--- config.mk ---
export PLATFORM = sky130hd
export DESIGN_NAME = fifo_byte_serializer
export DESIGN_NICKNAME = d
export VERILOG_FILES = /design/src/rtl/fifo_byte_serializer.sv
export SDC_FILE = /design/constraint.sdc
export NUM_CORES = 1
export LEC_CHECK = 0
export ABC_CLOCK_PERIOD_IN_PS = 3500
export BUFFER_PORTS_ARGS = -buffer_cell sky130_fd_sc_hd__buf_2
export CAP_MARGIN = 20
export CORE_UTILIZATION = 43
export CTS_CLUSTER_SIZE = 14
export DETAILED_ROUTE_END_ITERATION = 10
export GPL_TIMING_DRIVEN = 0
export PLACE_DENSITY = 0.68
export RECOVER_POWER = 50
export SLEW_MARGIN = 15
export SYNTH_ARGS = -nofsm -noshare
export SYNTH_HDL_FRONTEND = slang
export SYNTH_SLANG_ARGS = --single-unit
--- constraint.sdc ---
create_clock -name clk -period 3.5 [get_ports clk]
set_input_delay 0.875 -clock clk [delete_from_list [all_inputs] [get_ports clk]]
set_output_delay 0.875 -clock clk [all_outputs]
set_load 0.05 [all_outputs]
--- src/rtl/fifo_byte_serializer.sv ---
// Pops whole words from a show-ahead FIFO and emits them as OutWidth-wide beats, LSB first.
// Holds at most one word at a time and reloads with zero bubble on the last beat.
module fifo_byte_serializer #(
  parameter int DataWidth = 32,
  parameter int OutWidth  = 8,
  parameter int CntWidth  = 16
) (
  input  logic                 clk,
  input  logic                 rst,
  input  logic                 enable,
  input  logic                 empty,
  input  logic [DataWidth-1:0] readData,
  output logic                 readEn,
  output logic                 outValid,
  input  logic                 outReady,
  output logic [OutWidth-1:0]  outData,
  output logic                 outLast,
  output logic [CntWidth-1:0]  wordCnt
);

  localparam int Ratio = DataWidth / OutWidth;
  localparam int IdxW  = $clog2(Ratio);

  typedef enum logic {IDLE, SHIFT} state_e;

  state_e                state_q, state_d;
  logic [DataWidth-1:0]  shreg_q, shreg_d;
  logic [IdxW-1:0]       idx_q, idx_d;
  logic [CntWidth-1:0]   cnt_q, cnt_d;
  logic                  xfer;

  assign outValid = (state_q == SHIFT);
  assign outData  = shreg_q[OutWidth-1:0];
  assign outLast  = outValid && (idx_q == IdxW'(Ratio - 1));
  assign xfer     = outValid && outReady;
  // Fetch when empty-handed, or when the last beat leaves this cycle.
  assign readEn   = !rst && enable && !empty && ((state_q == IDLE) || (xfer && outLast));
  assign wordCnt  = cnt_q;

  always_comb begin
    state_d = state_q;
    shreg_d = shreg_q;
    idx_d   = idx_q;
    cnt_d   = cnt_q;
    if (xfer && outLast) begin
      cnt_d   = cnt_q + 1'b1;
      state_d = IDLE;
    end
    if (readEn) begin
      shreg_d = readData;
      idx_d   = '0;
      state_d = SHIFT;
    end else if (xfer) begin
      shreg_d = shreg_q >> OutWidth;
      idx_d   = idx_q + 1'b1;
    end
  end

  always_ff @(posedge clk) begin
    if (rst) begin
      state_q <= IDLE;
      shreg_q <= '0;
      idx_q   <= '0;
      cnt_q   <= '0;
    end else begin
      state_q <= state_d;
      shreg_q <= shreg_d;
      idx_q   <= idx_d;
      cnt_q   <= cnt_d;
    end
  end

endmodule

# Yosys cells after proc, flatten, opt, wreduce, memory -nomap -nowiden

Index checks and enable logic that the tools add are counted.

Output and inout port bits: 27
Register bits: 51
Logic and storage cells: 24
Bits of input ports: 37

Muxes and demuxes: 4
Reductions and logical operators: 12
Bitwise gates (word level): 1
Eq/ne operators: 1
Add/sub/neg operators: 2

Operators by type and width:

| operator                | number |
|---|---|
| $mux W32                | 2 |
| $add A16 B1 Y16 const B | 1 |
| $logic_and A1 B1 Y1     | 6 |
| $reduce_bool A2 Y1      | 2 |
| $add A2 B1 Y2 const B   | 1 |
| $eq A2 B2 Y1 const B    | 1 |
| $logic_not A1 Y1        | 2 |
| $mux W1                 | 2 |
| $reduce_or A2 Y1        | 1 |
| $logic_or A1 B1 Y1      | 1 |
| $not A1 Y1              | 1 |

# Depth between registers and ports, before layout

Gate-level depths: netlist of run 1.

Word-level depth: 6
Mapped depth: 7
Gate-level depth less buffers: 6

# Worst setup path after synthesis of run 1

OpenSTA, ideal clock, no wires.

Path kind: input port to output port
From: in rst
To: out readEn
Required time: 2.625 ns
Path slack: 0.816 ns
Arrival time: 1.809 ns
Cell stages on the path: 5
Path buffers: 2
Cells stage by stage: buf_2 -> nor3b_1 -> nand2_1 -> inv_2 -> buf_2

Word-level cells in the longest chain between the ends: 4

RTL lines:

| what                              | line | RTL |
|---|---|---|
| from (decl)                       | 9    | `input logic rst,` |
| $logic_not A1 Y1                  | 37   | `assign readEn = !rst && enable && !empty && ((state_q == IDLE) \|\| (xfer && outLast));` |
| $logic_and A1 B1 Y1 (3 in series) | 37   |  |
| to (decl)                         | 13   | `output logic readEn,` |

No other way between the ends.

# Worst setup path after layout of run 1

Same ends and word-level chain as after synthesis.

==> results of run 1 <==
[logic make-up after synthesis]
logic type | share of synthesized area [%]
multiplexers | 1.37
flip-flops | 44.7
XOR/XNOR | 3.84
buffers and inverters | 6.69
adder cells (fa/ha/maj) | 1.10
AO/OA/AOI/OAI | 19.5
AND/OR/NAND/NOR | 22.8
[how the worst max path moves through the flow]
stage	depth (start not counted)	from	slack [ps]	end
after floorplan	5	rst	820	readEn
after global placement	6	rst	440	readEn
after detailed placement	6	rst	430	readEn
after CTS	6	rst	400	readEn
after global routing	6	rst	240	readEn
final	6	rst	340	readEn
[routing by layer]
metal,vias to the layer above,global-route usage (%)
met4,0,5.03
met2,56,27.4
li1,1072,-
met3,4,5.62
met5,-,0
met1,932,30.3
[Yosys cell counts (5+ instances only)]
library cell	instances
a21oi_1	29
nand2_1	32
nor2_1	44
buf_2	5
a22oi_1	8
a211oi_1	23
nand3_1	5
xor2_1	6
dfxtp_1	51
buf_4	10
clkbuf_1	9
[cell usage in the layout (no fill, tap or decap), types with 7 or more instances in the layout]
cell type and instances:
a22oi_1 8, nor2_1 44, buf_4 10, clkbuf_1 29, buf_2 48, dfxtp_1 51
clkbuf_8 7, nand2_1 32, a211oi_1 23, a21oi_1 29
[critical path, stage by stage]
cell and delay [ps]:
clkbuf_1 180, nor3b_1 250, nand2_1 200, inv_2 180, buf_2 280, buf_2 310
[stage by stage]
stage	utilization (%)	hold WS (ps)	power [mW]	area, µm²
CTS	54.4	485	1.17	2780
detailed placement	52.5	472	0.801	2680
floorplan	-	455	0.750	2280
finish	53.4	482	1.15	2730
global route	53.4	514	1.21	2730
global placement	52.5	467	0.799	2680
[cell type report]
| class | instances | area, µm² | share of cell area, % |
|---|---|---|---|
| Multi-Input combinational cell | 191 | 1080 | 39.6 |
| Buffer | 25 | 144 | 5.28 |
| Sequential cell | 51 | 1020 | 37.4 |
| Clock buffer | 8 | 100 | 3.67 |
| Inverter | 2 | 7.51 | 0.275 |
| Tap cell | 70 | 87.6 | 3.21 |
| Timing Repair Buffer | 62 | 288 | 10.6 |
[power breakdown]
| part | internal (mW) | switching (mW) |
|---|---|---|
| clock network | 0.181 | 0.187 |
| logic | 0.0616 | 0.102 |
| registers | 0.606 | 0.0137 |
| total | 0.848 | 0.302 |
[state kept, by name (all words and copies together), names as in the netlist]
name and count:
shreg_q 32, wordCnt 16, idx_q 2, outValid 1
==> out/qor.yml, run 1 <==
yosys:
  yosys.area.top_type_share_pct: 44.7
  synth_area_leaders: "dfxtp_1 (45%), a211oi_1 (7.6%), nor2_1 (7.2%)"
  ys_ff_latch: 51
  syn-cell-area_mm2: 0.00228
  synth_nets: 308
  ys_warn_count: 0
  ys.flop_type: "dfxtp_1"
  ys_async_sr_fraction_pct: 0
  avgSynthCellArea_um2: 8.48
  yosysTopAreaCell: "dfxtp_1"
  seq_area_frac_synth_pct: 44.7
  yosysUniqueCellTypes: 40
  synthCells: 269
  synth_edf_count: 0
timing:
  period_share_pct: 90.3
  fmax_mhz: 317
  layout_setup_ws_ps: 341
  hold_violations: 0
  fin_crit_ps: 3160
  relSlewSlack_pct: 49.6
  setup_violations: 0
  rsz0062_at_grt: "false"
  fin_worst_skew_ps: 2.88
  drv_slew: 0
  tns_ps: 0
  tightest_slew_ps: 748
route:
  met2_length_um: 2230
  vias_per_cell: 5.05
  wl_met1_um: 2690
  vias: 2064
  wl_met3_um: 279
  drt_wl_total_um: 5250
  firstDrtPassIters: 4
  drc: 0
  ant_nets: 0
  drtIter0Drc: 126
  highest_layer: "met4"
  wl_per_cell_um: 12.8
layout:
  drive_above_1_share_pct: 20.9
  fin_cells: 409
  areaGrowthSynthToFinish_pct: 19.5
  antenna_cells: 0
  fill_cells: 526
  nets: 377
clock_network:
  postCtsSetupRepairBufs: 0
  cts_max_level: 2
  hold_buffers: 0
  clk_pin_slew_worst_paths_ps: 90
  cts_made_buffers: 5
  clk_latency_ps: 300
  cts_resized: 0
  clock_path_buffers: 2
  cts_tree: "built"
  clkSinkCount: 51
  cts-root-buf: "clkbuf_8"
global_routing:
  track_usage_pct: 19.9
  gr-total-overflow: 0
  grt_pass1_wl_um: 8400
  grt_pass1_vias: 1699
  grt_start_max_net_pins: 15
  antenna_found_initial: 0
worst_setup_path:
  r2r-end: "wordCnt[13]"
  cp-start-kind: "primary input"
  ff2ff_setup_slack_ps: 1460
  r2r_start: "idx_q[0]"
  cp-end-kind: "output port"
  crit_required_ps: 2620
  worstRegToRegCells: 5
  criticalPathCategory: "primary input to output port"
  crit_fanout: 10
  cp.arrival_ps: 2280
die:
  die_h_um: 74.9
  row_count: 26
  ios: 64
  fp.dieW_um: 74.9
  initial_core_util_pct: 44.7
  die_area_mm2: 0.00560
  coreArea_mm2: 0.00511
placement:
  dp_cells: 401
  dp_slack_ps: 431
  place_hpwl_um: 3830
  io_buffer_count: 62
  gp_congestion: 0.820
hold_path:
  min-delay-start: "shreg_q[9]"
  hold_class: "flop to flop"
  hold_path_depth: 2
  min_to: "shreg_q[1]"
power:
  powerDensity_mw_per_mm2: 422
  peakVddDrop_mv: 0.208
  p_leak_nw: 1.06
status:
  status: "finished clean"
run:
  drv_cap: 0
No activity file was read; power rests on OpenSTA's default activity.
==> inputs of run 2 (changes only) <==
ABC_AREA = 1   (was default)
CELL_PAD_IN_SITES_DETAIL_PLACEMENT = 0   (was default)
CELL_PAD_IN_SITES_GLOBAL_PLACEMENT = 1   (was default)
CORE_UTILIZATION = 40   (was 43)
PLACE_DENSITY = default   (was 0.68)
PLACE_DENSITY_LB_ADDON = 0.1   (was default)
==> run 2 against run 1 <==
The run now ends with DRC left. Total power grew 0.16%. Cell area grew 16%. Area after synthesis grew 19%. Critical path depth grew 1. Synthesized cell count grew 48%. Die area grew 27%. Clock power shrank 7.6%. Register-to-register slack gained 190 ps. Clock skew grew 0.85 ps. Critical path type unchanged. Largest cell class unchanged. Highest routed layer unchanged.
==> out/qor.yml, run 2 <==
status:
  status: "complete, but fails checks"
  violations: "DRC"
hold_path:
  min_to: "idx_q[1]"
  hold_class: "flop to flop"
  min-delay-start: "idx_q[1]"
  hold_path_depth: 2  # unchanged
clock_network:
  clkSinkCount: 51  # unchanged
  cts-root-buf: "clkbuf_8"
  cts_max_level: 2  # unchanged
  clk_pin_slew_worst_paths_ps: 90  # about the same
  hold_buffers: 0  # unchanged
  postCtsSetupRepairBufs: 0  # unchanged
  clock_path_buffers: 2  # unchanged
  clk_latency_ps: 310  # about the same
  cts_tree: "built"
  cts_resized: 0  # unchanged
  cts_made_buffers: 5  # unchanged
die:
  fp.dieW_um: 84.4  # +13%
  die_h_um: 84.4  # +13%
  coreArea_mm2: 0.00646  # +26%
  row_count: 29  # +12%
  ios: 64  # unchanged
  die_area_mm2: 0.00711  # +27%
  initial_core_util_pct: 42.0  # -2.7 points
global_routing:
  track_usage_pct: 19.7  # -0.18 points
  gr-total-overflow: 0  # unchanged
  antenna_found_initial: 0  # unchanged
  grt_start_max_net_pins: 15  # unchanged
  grt_pass1_vias: 2318  # +36%
  grt_pass1_wl_um: 11200  # +33%
timing:
  fin_worst_skew_ps: 3.73  # +0.852 ps
  tns_ps: 0  # unchanged
  setup_violations: 0  # unchanged
  tightest_slew_ps: 498  # -250 ps
  period_share_pct: 87.7  # -2.6 points
  holdWs_ps: 487  # +5.59 ps
  rsz0062_at_grt: "false"
  drv_slew: 0  # unchanged
  fmax_mhz: 326  # +2.9%
  relSlewSlack_pct: 66.8  # +17 points
  fin_crit_ps: 3070  # -90.2 ps
  hold_violations: 0  # unchanged
yosys:
  synthCells: 397  # +48%
  avgSynthCellArea_um2: 6.83  # -19%
  synthTopCellsByCount: "nand2_1 (111), dfxtp_1 (51), a21oi_1 (42), inv_1 (42), nand3_1 (33)"
  yosysTopAreaCell: "dfxtp_1"
  yosysUniqueCellTypes: 26  # -35%
  ys_warn_count: 0  # unchanged
  synth_area_leaders: "dfxtp_1 (38%), nand2_1 (15%), nand3b_1 (8.9%)"
  synth_edf_count: 0  # unchanged
  synth_nets: 436  # +42%
  yosys.area.top_type_share_pct: 37.6  # -7.1 points
  syn-cell-area_mm2: 0.00271  # +19%
  ys_ff_latch: 51  # unchanged
  ys_async_sr_fraction_pct: 0  # unchanged
  seq_area_frac_synth_pct: 37.6  # -7.1 points
  ys.flop_type: "dfxtp_1"
  yosysMostFrequentCell: "nand2_1"
layout:
  most-common-layout-cells: "nand2_1 (114), buf_2 (67), dfxtp_1 (51)"
  nets: 506  # +34%
  antenna_cells: 0  # unchanged
  final_common_cell: "nand2_1"
  largest_register: "shreg_q"
  fin_cells: 545  # +33%
  areaGrowthSynthToFinish_pct: 16.8
  largest_reg_flops: 32  # unchanged
  drive_above_1_share_pct: 19.2  # -1.7 points
route:
  met2_length_um: 2720  # +22%
  vias: 2574  # +25%
  wl_met1_um: 3430  # +28%
  wl_met3_um: 255  # -8.6%
  drt_wl_total_um: 6480  # +23%
  vias_per_cell: 4.72  # -6.4%
  ant_nets: 0  # unchanged
  drtIter0Drc: 170  # +35%
  highest_layer: "met4"
  drc: 10  # +10
  firstDrtPassIters: 7  # +3
  wl_per_cell_um: 11.9  # -7.3%
placement:
  io_buffer_count: 63  # +1.6%
  place_hpwl_um: 4790  # +25%
  gp_congestion: 0.771  # -6.0%
  dp_cells: 537  # +34%
worst_setup_path:
  crit_fanout: 10  # unchanged
  criticalPathCategory: "primary input to output port"
  ff2ff_setup_slack_ps: 1650  # +190 ps
  cp-end-kind: "output port"
  r2r_start: "idx_q[0]"
  cp.arrival_ps: 2190  # -90 ps
  crit_required_ps: 2620  # about the same
  r2r-end: "shreg_q[21]"
  worstRegToRegCells: 8  # +3
  cp-start-kind: "primary input"
power:
  peakVddDrop_mv: 0.149  # -28%
  powerDensity_mw_per_mm2: 364  # -14%
  p_leak_nw: 1.56  # +47%
run:
  drv_cap: 0  # unchanged
run 2: changes by cell type in the layout (fill, tap and decap cells not counted), moves of 4 or more:
cell	delta
nand2_1	+82
inv_1	+42
nand3b_1	+32
nand3_1	+28
a211oi_1	-22
buf_2	+19
nor2_1	-17
clkbuf_1	-15
a21oi_1	+13
a22oi_1	-8
xor2_1	-5
o21ai_0	+4
xnor2_1	-4
run 2: metrics by stage:
stage / instance area, µm² / setup WS [ps] / util [%] / total power, mW
final: 3170 / 431 / 49.1 / 1.15
after detailed placement: 3120 / 627 / 48.4 / 0.829
after global routing: 3170 / 333 / 49.1 / 1.21
after CTS: 3210 / 626 / 49.6 / 1.16
after floorplan: 2710 / 1160 / - / 0.774
after global placement: 3120 / 606 / 48.4 / 0.829
run 2: critical path, cell delays in order:
cell      delay, ps
clkbuf_1        180
nand3_1         220
nand2_2         250
nand2_4         130
inv_1           110
buf_6           140
buf_2           270
run 2: how the worst max path moves through the flow:
stage / slack (ps) / cells after the start / from / to
detailed placement: 630 / 8 / rst / readEn
floorplan: 1160 / 6 / rst / readEn
finish: 430 / 7 / outReady / readEn
CTS: 630 / 7 / outReady / readEn
global route: 330 / 7 / outReady / readEn
global placement: 610 / 7 / outReady / readEn
run 2: cell families after synthesis:
kind of cell,share of synthesized area (%)
AO/OA/AOI/OAI,9.32
adder cells (fa/ha/maj),0.922
XOR/XNOR,0.323
AND/OR/NAND/NOR,38.7
buffers and inverters,13.1
flip-flops,37.6
run 2: power by group:
| part | leakage [nW] | switching, mW | internal, mW |
|---|---|---|---|
| clock network | 0.0422 | 0.199 | 0.141 |
| logic | 1.10 | 0.123 | 0.0767 |
| registers | 0.415 | 0.00781 | 0.604 |
run 2: final cells by class:
type | instances | area, µm²
Fill cell | 717 | 3290
Multi-Input combinational cell | 272 | 1320
Sequential cell | 51 | 1020
Timing Repair Buffer | 63 | 313
Buffer | 30 | 173
Inverter | 44 | 165
Tap cell | 77 | 96.3
Clock buffer | 7 | 76.3
Clock inverter | 1 | 5.00
run 2: metal layers:
layer	vias up	GRT usage [%]
met5	-	0
met4	0	5.70
met3	6	3.64
met2	49	29.7
met1	1134	28.8
li1	1385	-
